--- src/rtl/wm_pkg.sv ---
// Shared definitions for the washing-machine water-inlet arbiter.
// Latency: none (types, constants and an elaboration-time helper only).
// Backpressure: not applicable.
//
// Contents: arbiter state enum, default parameter values, width helper.
package wm_pkg;

   // Arbiter states: waiting for a requester, inlet granted, pressure settling.
   typedef enum logic [1:0] {
      ST_IDLE   = 2'd0,
      ST_GRANT  = 2'd1,
      ST_SETTLE = 2'd2
   } wm_state_e;

   localparam int WM_N_DEF       = 4;
   localparam int WM_TIMEOUT_DEF = 1000;
   localparam int WM_SETTLE_DEF  = 4;

   // Bits needed to index/count 'value' distinct states; never less than 1
   // so a degenerate parameter still yields a legal vector.
   function automatic int wm_width(input int value);
      return (value > 1) ? $clog2(value) : 1;
   endfunction

endpackage

--- src/rtl/wm_fill_arbiter_if.sv ---
// Bundle of the per-machine fill handshake between washer controllers and the inlet arbiter.
// Latency: none (wiring only).
// Backpressure: none; requests are levels held until the grant is no longer needed.
//
// Signals: fill_req/fault_clr (controllers -> arbiter), grant/valve_on/busy_id/fault
// (arbiter -> controllers and inlet valve). master = controller side, slave = arbiter.
interface wm_fill_arbiter_if
   import wm_pkg::*;
#(
   parameter int N = WM_N_DEF
);
   localparam int IW = wm_width(N);

   logic [N-1:0]  fill_req;
   logic [N-1:0]  fault_clr;
   logic [N-1:0]  grant;
   logic          valve_on;
   logic [IW-1:0] busy_id;
   logic [N-1:0]  fault;

   modport master (
      output fill_req, fault_clr,
      input  grant, valve_on, busy_id, fault
   );

   modport slave (
      input  fill_req, fault_clr,
      output grant, valve_on, busy_id, fault
   );

endinterface

--- src/rtl/wm_rr_pick.sv ---
// Wrap-around first-set search: lowest request at or above ptr, wrapping N-1 -> 0.
// Latency: purely combinational.
// Backpressure: none.
//
// Ports: req[N] candidate set, ptr search start; valid = any candidate, sel = chosen index.
module wm_rr_pick
   import wm_pkg::*;
#(
   parameter int N = WM_N_DEF,
   localparam int IW = wm_width(N)
) (
   input  logic [N-1:0]  req,
   input  logic [IW-1:0] ptr,
   output logic          valid,
   output logic [IW-1:0] sel
);

   // One extra bit so ptr+k can exceed N-1 before being folded back.
   localparam int SW = IW + 1;

   logic [SW-1:0] idx;

   always_comb begin
      valid = 1'b0;
      sel   = '0;
      idx   = '0;
      for (int k = 0; k < N; k++) begin
         idx = {1'b0, ptr} + SW'(k);
         if (idx >= SW'(N)) begin
            idx = idx - SW'(N);
         end
         if (!valid && req[idx[IW-1:0]]) begin
            valid = 1'b1;
            sel   = idx[IW-1:0];
         end
      end
   end

endmodule

--- src/rtl/wm_fill_arbiter.sv ---
// Round-robin owner of the building water inlet, one washer at a time, with settle gap and watchdog.
// Latency: request seen in IDLE -> grant on the next edge; request drop -> grant low on the next edge.
// Backpressure: no preemption; other requests wait through GRANT and SETTLE, faulted machines wait for fault_clr.
//
// Ports: clk, reset (sync, active high), bus (slave modport: fill_req, fault_clr in;
// grant, valve_on, busy_id, fault out -- all outputs registered).
module wm_fill_arbiter
   import wm_pkg::*;
#(
   parameter int N       = WM_N_DEF,
   parameter int TIMEOUT = WM_TIMEOUT_DEF,
   parameter int SETTLE  = WM_SETTLE_DEF
) (
   input logic              clk,
   input logic              reset,
   wm_fill_arbiter_if.slave bus
);

   localparam int IW = wm_width(N);
   // Counter must reach both TIMEOUT-1 and SETTLE-1; sized on the larger of the two.
   localparam int CW = wm_width(((TIMEOUT > SETTLE) ? TIMEOUT : SETTLE) + 1);

   localparam logic [CW-1:0] TO_LAST  = CW'(TIMEOUT - 1);
   localparam logic [CW-1:0] SET_LAST = CW'(SETTLE - 1);
   localparam logic [CW-1:0] CNT_MAX  = '1;

   wm_state_e     state_q, state_d;
   logic [CW-1:0] cnt_q, cnt_d;
   logic [N-1:0]  grant_q, grant_d;
   logic          valve_q, valve_d;
   logic [IW-1:0] busy_q, busy_d;
   logic [IW-1:0] ptr_q, ptr_d;
   logic [N-1:0]  fault_q, fault_d;
   logic [N-1:0]  fault_set;

   logic [N-1:0]  eligible;
   logic          pick_valid;
   logic [IW-1:0] pick_sel;
   logic [IW-1:0] busy_next;
   logic [CW-1:0] cnt_inc;

   assign eligible = bus.fill_req & ~fault_q;

   wm_rr_pick #(
      .N (N)
   ) u_pick (
      .req   (eligible),
      .ptr   (ptr_q),
      .valid (pick_valid),
      .sel   (pick_sel)
   );

   // Round-robin successor of the current owner.
   assign busy_next = (busy_q == IW'(N - 1)) ? '0 : busy_q + IW'(1);

   // Saturating increment: the counter must never wrap back into range.
   assign cnt_inc = (cnt_q == CNT_MAX) ? cnt_q : cnt_q + CW'(1);

   always_comb begin
      state_d   = state_q;
      cnt_d     = cnt_q;
      grant_d   = grant_q;
      busy_d    = busy_q;
      ptr_d     = ptr_q;
      fault_set = '0;

      case (state_q)
         ST_IDLE: begin
            grant_d = '0;
            if (pick_valid) begin
               grant_d = N'(1) << pick_sel;
               busy_d  = pick_sel;
               cnt_d   = '0;
               state_d = ST_GRANT;
            end
         end

         ST_GRANT: begin
            cnt_d = cnt_inc;
            if (!bus.fill_req[busy_q]) begin
               grant_d = '0;
               ptr_d   = busy_next;
               cnt_d   = '0;
               state_d = ST_SETTLE;
            end else if (cnt_q == TO_LAST) begin
               // Held for TIMEOUT cycles with the request still up: lock the machine out.
               fault_set = N'(1) << busy_q;
               grant_d   = '0;
               ptr_d     = busy_next;
               cnt_d     = '0;
               state_d   = ST_SETTLE;
            end
         end

         ST_SETTLE: begin
            grant_d = '0;
            if (cnt_q == SET_LAST) begin
               cnt_d   = '0;
               state_d = ST_IDLE;
            end else begin
               cnt_d = cnt_inc;
            end
         end

         default: begin
            grant_d = '0;
            cnt_d   = '0;
            state_d = ST_IDLE;
         end
      endcase

      // Set beats clear when both hit the same bit in one cycle.
      fault_d = (fault_q & ~bus.fault_clr) | fault_set;

      // Valve follows the grant being registered, gated by the live request.
      valve_d = |(grant_d & bus.fill_req);
   end

   always_ff @(posedge clk) begin
      if (reset) begin
         state_q <= ST_IDLE;
         cnt_q   <= '0;
         grant_q <= '0;
         valve_q <= 1'b0;
         busy_q  <= '0;
         ptr_q   <= '0;
         fault_q <= '0;
      end else begin
         state_q <= state_d;
         cnt_q   <= cnt_d;
         grant_q <= grant_d;
         valve_q <= valve_d;
         busy_q  <= busy_d;
         ptr_q   <= ptr_d;
         fault_q <= fault_d;
      end
   end

   assign bus.grant    = grant_q;
   assign bus.valve_on = valve_q;
   assign bus.busy_id  = busy_q;
   assign bus.fault    = fault_q;

endmodule

--- src/flat_wrapper.sv ---
// flat-port wrapper written by rule: the top's interface ports become plain ports
module wm_fill_arbiter_flat import wm_pkg::*;
#(
   parameter int N       = WM_N_DEF,
   parameter int TIMEOUT = WM_TIMEOUT_DEF,
   parameter int SETTLE  = WM_SETTLE_DEF
)
  (clk, reset, bus_fill_req, bus_fault_clr, bus_grant, bus_valve_on, bus_busy_id, bus_fault);
  wm_fill_arbiter_if #(.N(N)) bus_i ();
  input logic clk;
  input logic reset;
  input wire logic [$bits(bus_i.fill_req)-1:0] bus_fill_req;
  input wire logic [$bits(bus_i.fault_clr)-1:0] bus_fault_clr;
  output wire logic [$bits(bus_i.grant)-1:0] bus_grant;
  output wire logic [$bits(bus_i.valve_on)-1:0] bus_valve_on;
  output wire logic [$bits(bus_i.busy_id)-1:0] bus_busy_id;
  output wire logic [$bits(bus_i.fault)-1:0] bus_fault;
  assign bus_i.fill_req = bus_fill_req;
  assign bus_i.fault_clr = bus_fault_clr;
  assign bus_grant = bus_i.grant;
  assign bus_valve_on = bus_i.valve_on;
  assign bus_busy_id = bus_i.busy_id;
  assign bus_fault = bus_i.fault;
  wm_fill_arbiter #(.N(N), .TIMEOUT(TIMEOUT), .SETTLE(SETTLE)) u_core (.clk(clk), .reset(reset), .bus(bus_i));
endmodule
--- config.mk ---
export PLATFORM = sky130hd
export DESIGN_NAME = wm_fill_arbiter_flat
export DESIGN_NICKNAME = d
export VERILOG_FILES = /design/src/rtl/wm_pkg.sv /design/src/rtl/wm_fill_arbiter_if.sv /design/src/rtl/wm_rr_pick.sv /design/src/rtl/wm_fill_arbiter.sv /design/src/flat_wrapper.sv
export SDC_FILE = /design/constraint.sdc
export NUM_CORES = 1
export LEC_CHECK = 0
export CORE_MARGIN = 4
export CORE_UTILIZATION = 41
export CTS_CLUSTER_DIAMETER = 120
export DETAILED_ROUTE_END_ITERATION = 16
export GPL_ROUTABILITY_DRIVEN = 0
export GPL_TIMING_DRIVEN = 1
export SLEW_MARGIN = 40
export SYNTH_ARGS = -nofsm -noshare
export SYNTH_HDL_FRONTEND = slang
export SYNTH_SLANG_ARGS = --single-unit
--- constraint.sdc ---
create_clock -name clk -period 2.5 [get_ports clk]
set_input_delay 0.75 -clock clk [delete_from_list [all_inputs] [get_ports clk]]
set_output_delay 0.75 -clock clk [all_outputs]
set_load 0.005 [all_outputs]
==> impl_metrics.tcl, run 1 <==
set metrics [dict create \
    status "finished, final reports clean" \
    ys_seq_area_share_pct 33.8 \
    numCtsBuffers 3 \
    syn_area_per_cell_um2 8.83 \
    fin_setup_tns_ns 0 \
    pwr-share-clk_pct 15.1 \
    overflow 0 \
    cts.path.max_buffers 2 \
    insertion_delay_ns 0.32 \
    portBuffers 20 \
    cap_violations 0 \
    crit_chain "clkdlybuf4s50_1, mux4_1, o311a_2, a21oi_2, nand2b_1, a21o_1, buf_12, a311oi_2" \
    postLayoutCellArea_mm2 0.00190 \
    relSlewSlack_pct 64.8 \
    dp_slack_ns -0.209 \
    setup_viol 0 \
    drt_iter0_drc 128 \
    final_common_cell "dfxtp_1" \
    power.internal_mw 0.790 \
    area_growth_syn_to_layout_pct 28.1 \
    rsz0062_at_grt "false" \
    setup_ws_ns 0.120 \
    max_slew.worst_pin.slew_ns 0.528 \
    grt_pass1_vias 1298 \
    avgRoutedWirePerCell_um 14.2 \
    ant_nets 0 \
    hold_violations 0 \
    syn-num-nets 186 \
    synth.distinct_cells 47 \
    critPathArrivalTime_ns 2.58 \
    antenna_found_initial 0 \
    htreeDepth 1 \
    start_util_pct 43.4 \
    p_leak_nw 0.716 \
    power.density_mw_per_mm2 642 \
    final_cell_mix "25 x dfxtp_1, 20 x clkdlybuf4s50_1, 19 x nor2_1" \
    synth_edf_count 0 \
    p_seq_share_pct 41.8 \
    hp-class "flip-flop to flip-flop" \
    die_w_um 68.1 \
    dp_hpwl_mm 2.86 \
    period_share_pct 95.2 \
    drt_pass1_iterations 4 \
    p_switching_mw 0.430 \
    critical-path-slowest-cell "mux4_1" \
    placed_area_mm2 0.00187 \
    switching_share_pct 35.2 \
    cts_tree "done" \
    post_cts_buffers 0 \
    required_ns 2.71 \
    rows 21 \
    vias_per_cell 5.49 \
    cts_root_buf "clkbuf_4" \
    clk_pin_slew_ns 0.13 \
    vias 1389 \
    wl_mm 3.59 \
    p_comb_share_pct 43.2 \
    core_area_mm2 0.00342 \
    finalCriticalPeriod_ns 2.38 \
    syn_area_mm2 0.00148 \
    slowest_delay_ns 0.58 \
    ir_worst_vdd_mv 0.437 \
    drive_gt1_share_pct 15.9 \
    num_antenna_cells 0 \
    crit_family "buffers and inverters" \
    syn_inst 168 \
    endpoint_kind "flip-flop" \
    synthFlopType "dfxtp_1" \
    post_cts_resized 0 \
    nNetsFinal 226 \
    dieArea_mm2 0.00464 \
    ys_ff_latch 25 \
    crit_path_max_fanout 10 \
    async_flop_share_pct 0 \
    io_pins 21 \
    grt_max_degree 17 \
    ys_warn_count 0 \
    grt_usage_pct 17.0 \
    drv_slew 0 \
    start_kind "input pin" \
    die_h_um 68.1 \
    criticalPathCategory "input pin to flip-flop" \
    ctsHoldBuffers 0 \
    fmax_mhz 420 \
    cts_sinks 25 \
    drc 0 \
    cp_num_buf_inv 2 \
    skew_ns 0.00591 \
    grt_first_pass_wirelength_mm 6.00 \
]
[power by group through the flow]
| stage | Clock, mW | Combinational, mW | Sequential [mW] |
|---|---|---|---|
| finish | 0.184 | 0.527 | 0.510 |
| global route | 0.205 | 0.582 | 0.520 |
| CTS | 0.189 | 0.531 | 0.510 |
| detailed placement | 0 | 0.527 | 0.519 |
| global placement | 0 | 0.514 | 0.517 |
| floorplan | 0 | 0.322 | 0.503 |
[flip-flops by register name, summed over array words and instances (netlist names)]
signal,cells
u_core.bus.busy_id,2
u_core.bus.fault,4
u_core.bus.grant,4
u_core.bus.valve_on,1
u_core.cnt_q,10
u_core.ptr_q,2
u_core.state_q,2
[layout make-up]
cell class / count / area (um^2)
Clock buffer: 4 / 26.3
Fill cell: 331 / 1520
Inverter: 4 / 15.0
Multi-Input combinational cell: 135 / 945
Sequential cell: 25 / 500
Tap cell: 46 / 57.6
Timing Repair Buffer: 39 / 355
[final timing paths]
| path | start | end | slack, ns | cells past startpoint |
|---|---|---|---|---|
| setup / recovery | bus_fill_req[1] | u_core.cnt_q[7] | 0.12 | 8 |
| hold / removal | u_core.bus.grant[2] | u_core.bus.grant[2] | 0.51 | 2 |
| setup reg to reg | u_core.bus.busy_id[0] | u_core.cnt_q[7] | 0.51 | 7 |
| hold reg to reg | u_core.bus.grant[2] | u_core.bus.grant[2] | 0.51 | 2 |
[synthesized netlist by cell type (3+ instances only)]
cell type | number | area share, %
dfxtp_1 | 25 | 34
nor2_1 | 19 | 4.8
nand2_1 | 12 | 3.0
a21oi_1 | 9 | 3.0
ha_1 | 8 | 6.8
nor2b_1 | 8 | 3.4
nand2b_1 | 6 | 2.5
nand4_1 | 6 | 2.5
nor3_1 | 5 | 1.7
and2b_1 | 4 | 2.0
inv_1 | 4 | 1.0
mux2i_1 | 4 | 2.7
nand3_1 | 4 | 1.4
o21ai_0 | 4 | 1.4
clkbuf_1 | 3 | 0.76
o31ai_1 | 3 | 1.5
xor2_1 | 3 | 1.8
[routing by layer]
metal  global-route usage, %  share of wire, %
met4                    5.21               1.2
met2                    27.8                47
met5                       0                 0
met1                    22.9                48
met3                    2.46               4.3
[worst register-to-register path: cells and delay by family (launching register included)]
kind / cells / cell delay, ns
AOI/OAI and AO/OA: 4 / 0.51
buffers and inverters: 1 / 0.14
DFF: 1 / 0.49
muxes: 1 / 0.64
and+or+nand+nor: 1 / 0.11
[stage by stage]
stage	hold slack, ns	power, mW	util (%)	std cells
finish	0.510	1.22	55.6	253
global route	0.517	1.31	55.6	253
CTS	0.508	1.23	55.6	253
detailed placement	0.487	1.05	54.8	249
global placement	0.486	1.03	54.8	249
floorplan	0.464	0.825	-	168
[cell families after synthesis]
group | synth area share, %
AO/OA/AOI/OAI | 18.6
XOR/XNOR | 2.95
adder cells (fa/ha/maj) | 6.75
buffers and inverters | 2.53
flip-flops | 33.8
multiplexers | 4.47
AND/OR/NAND/NOR | 31.0
No activity file was read; power rests on OpenSTA's default activity.
==> run 2, diff against run 1 <==
- SLEW_MARGIN: 40 -> unset
==> results of run 2 <==
Final layout, timing and power as in run 1 (identical DEF).
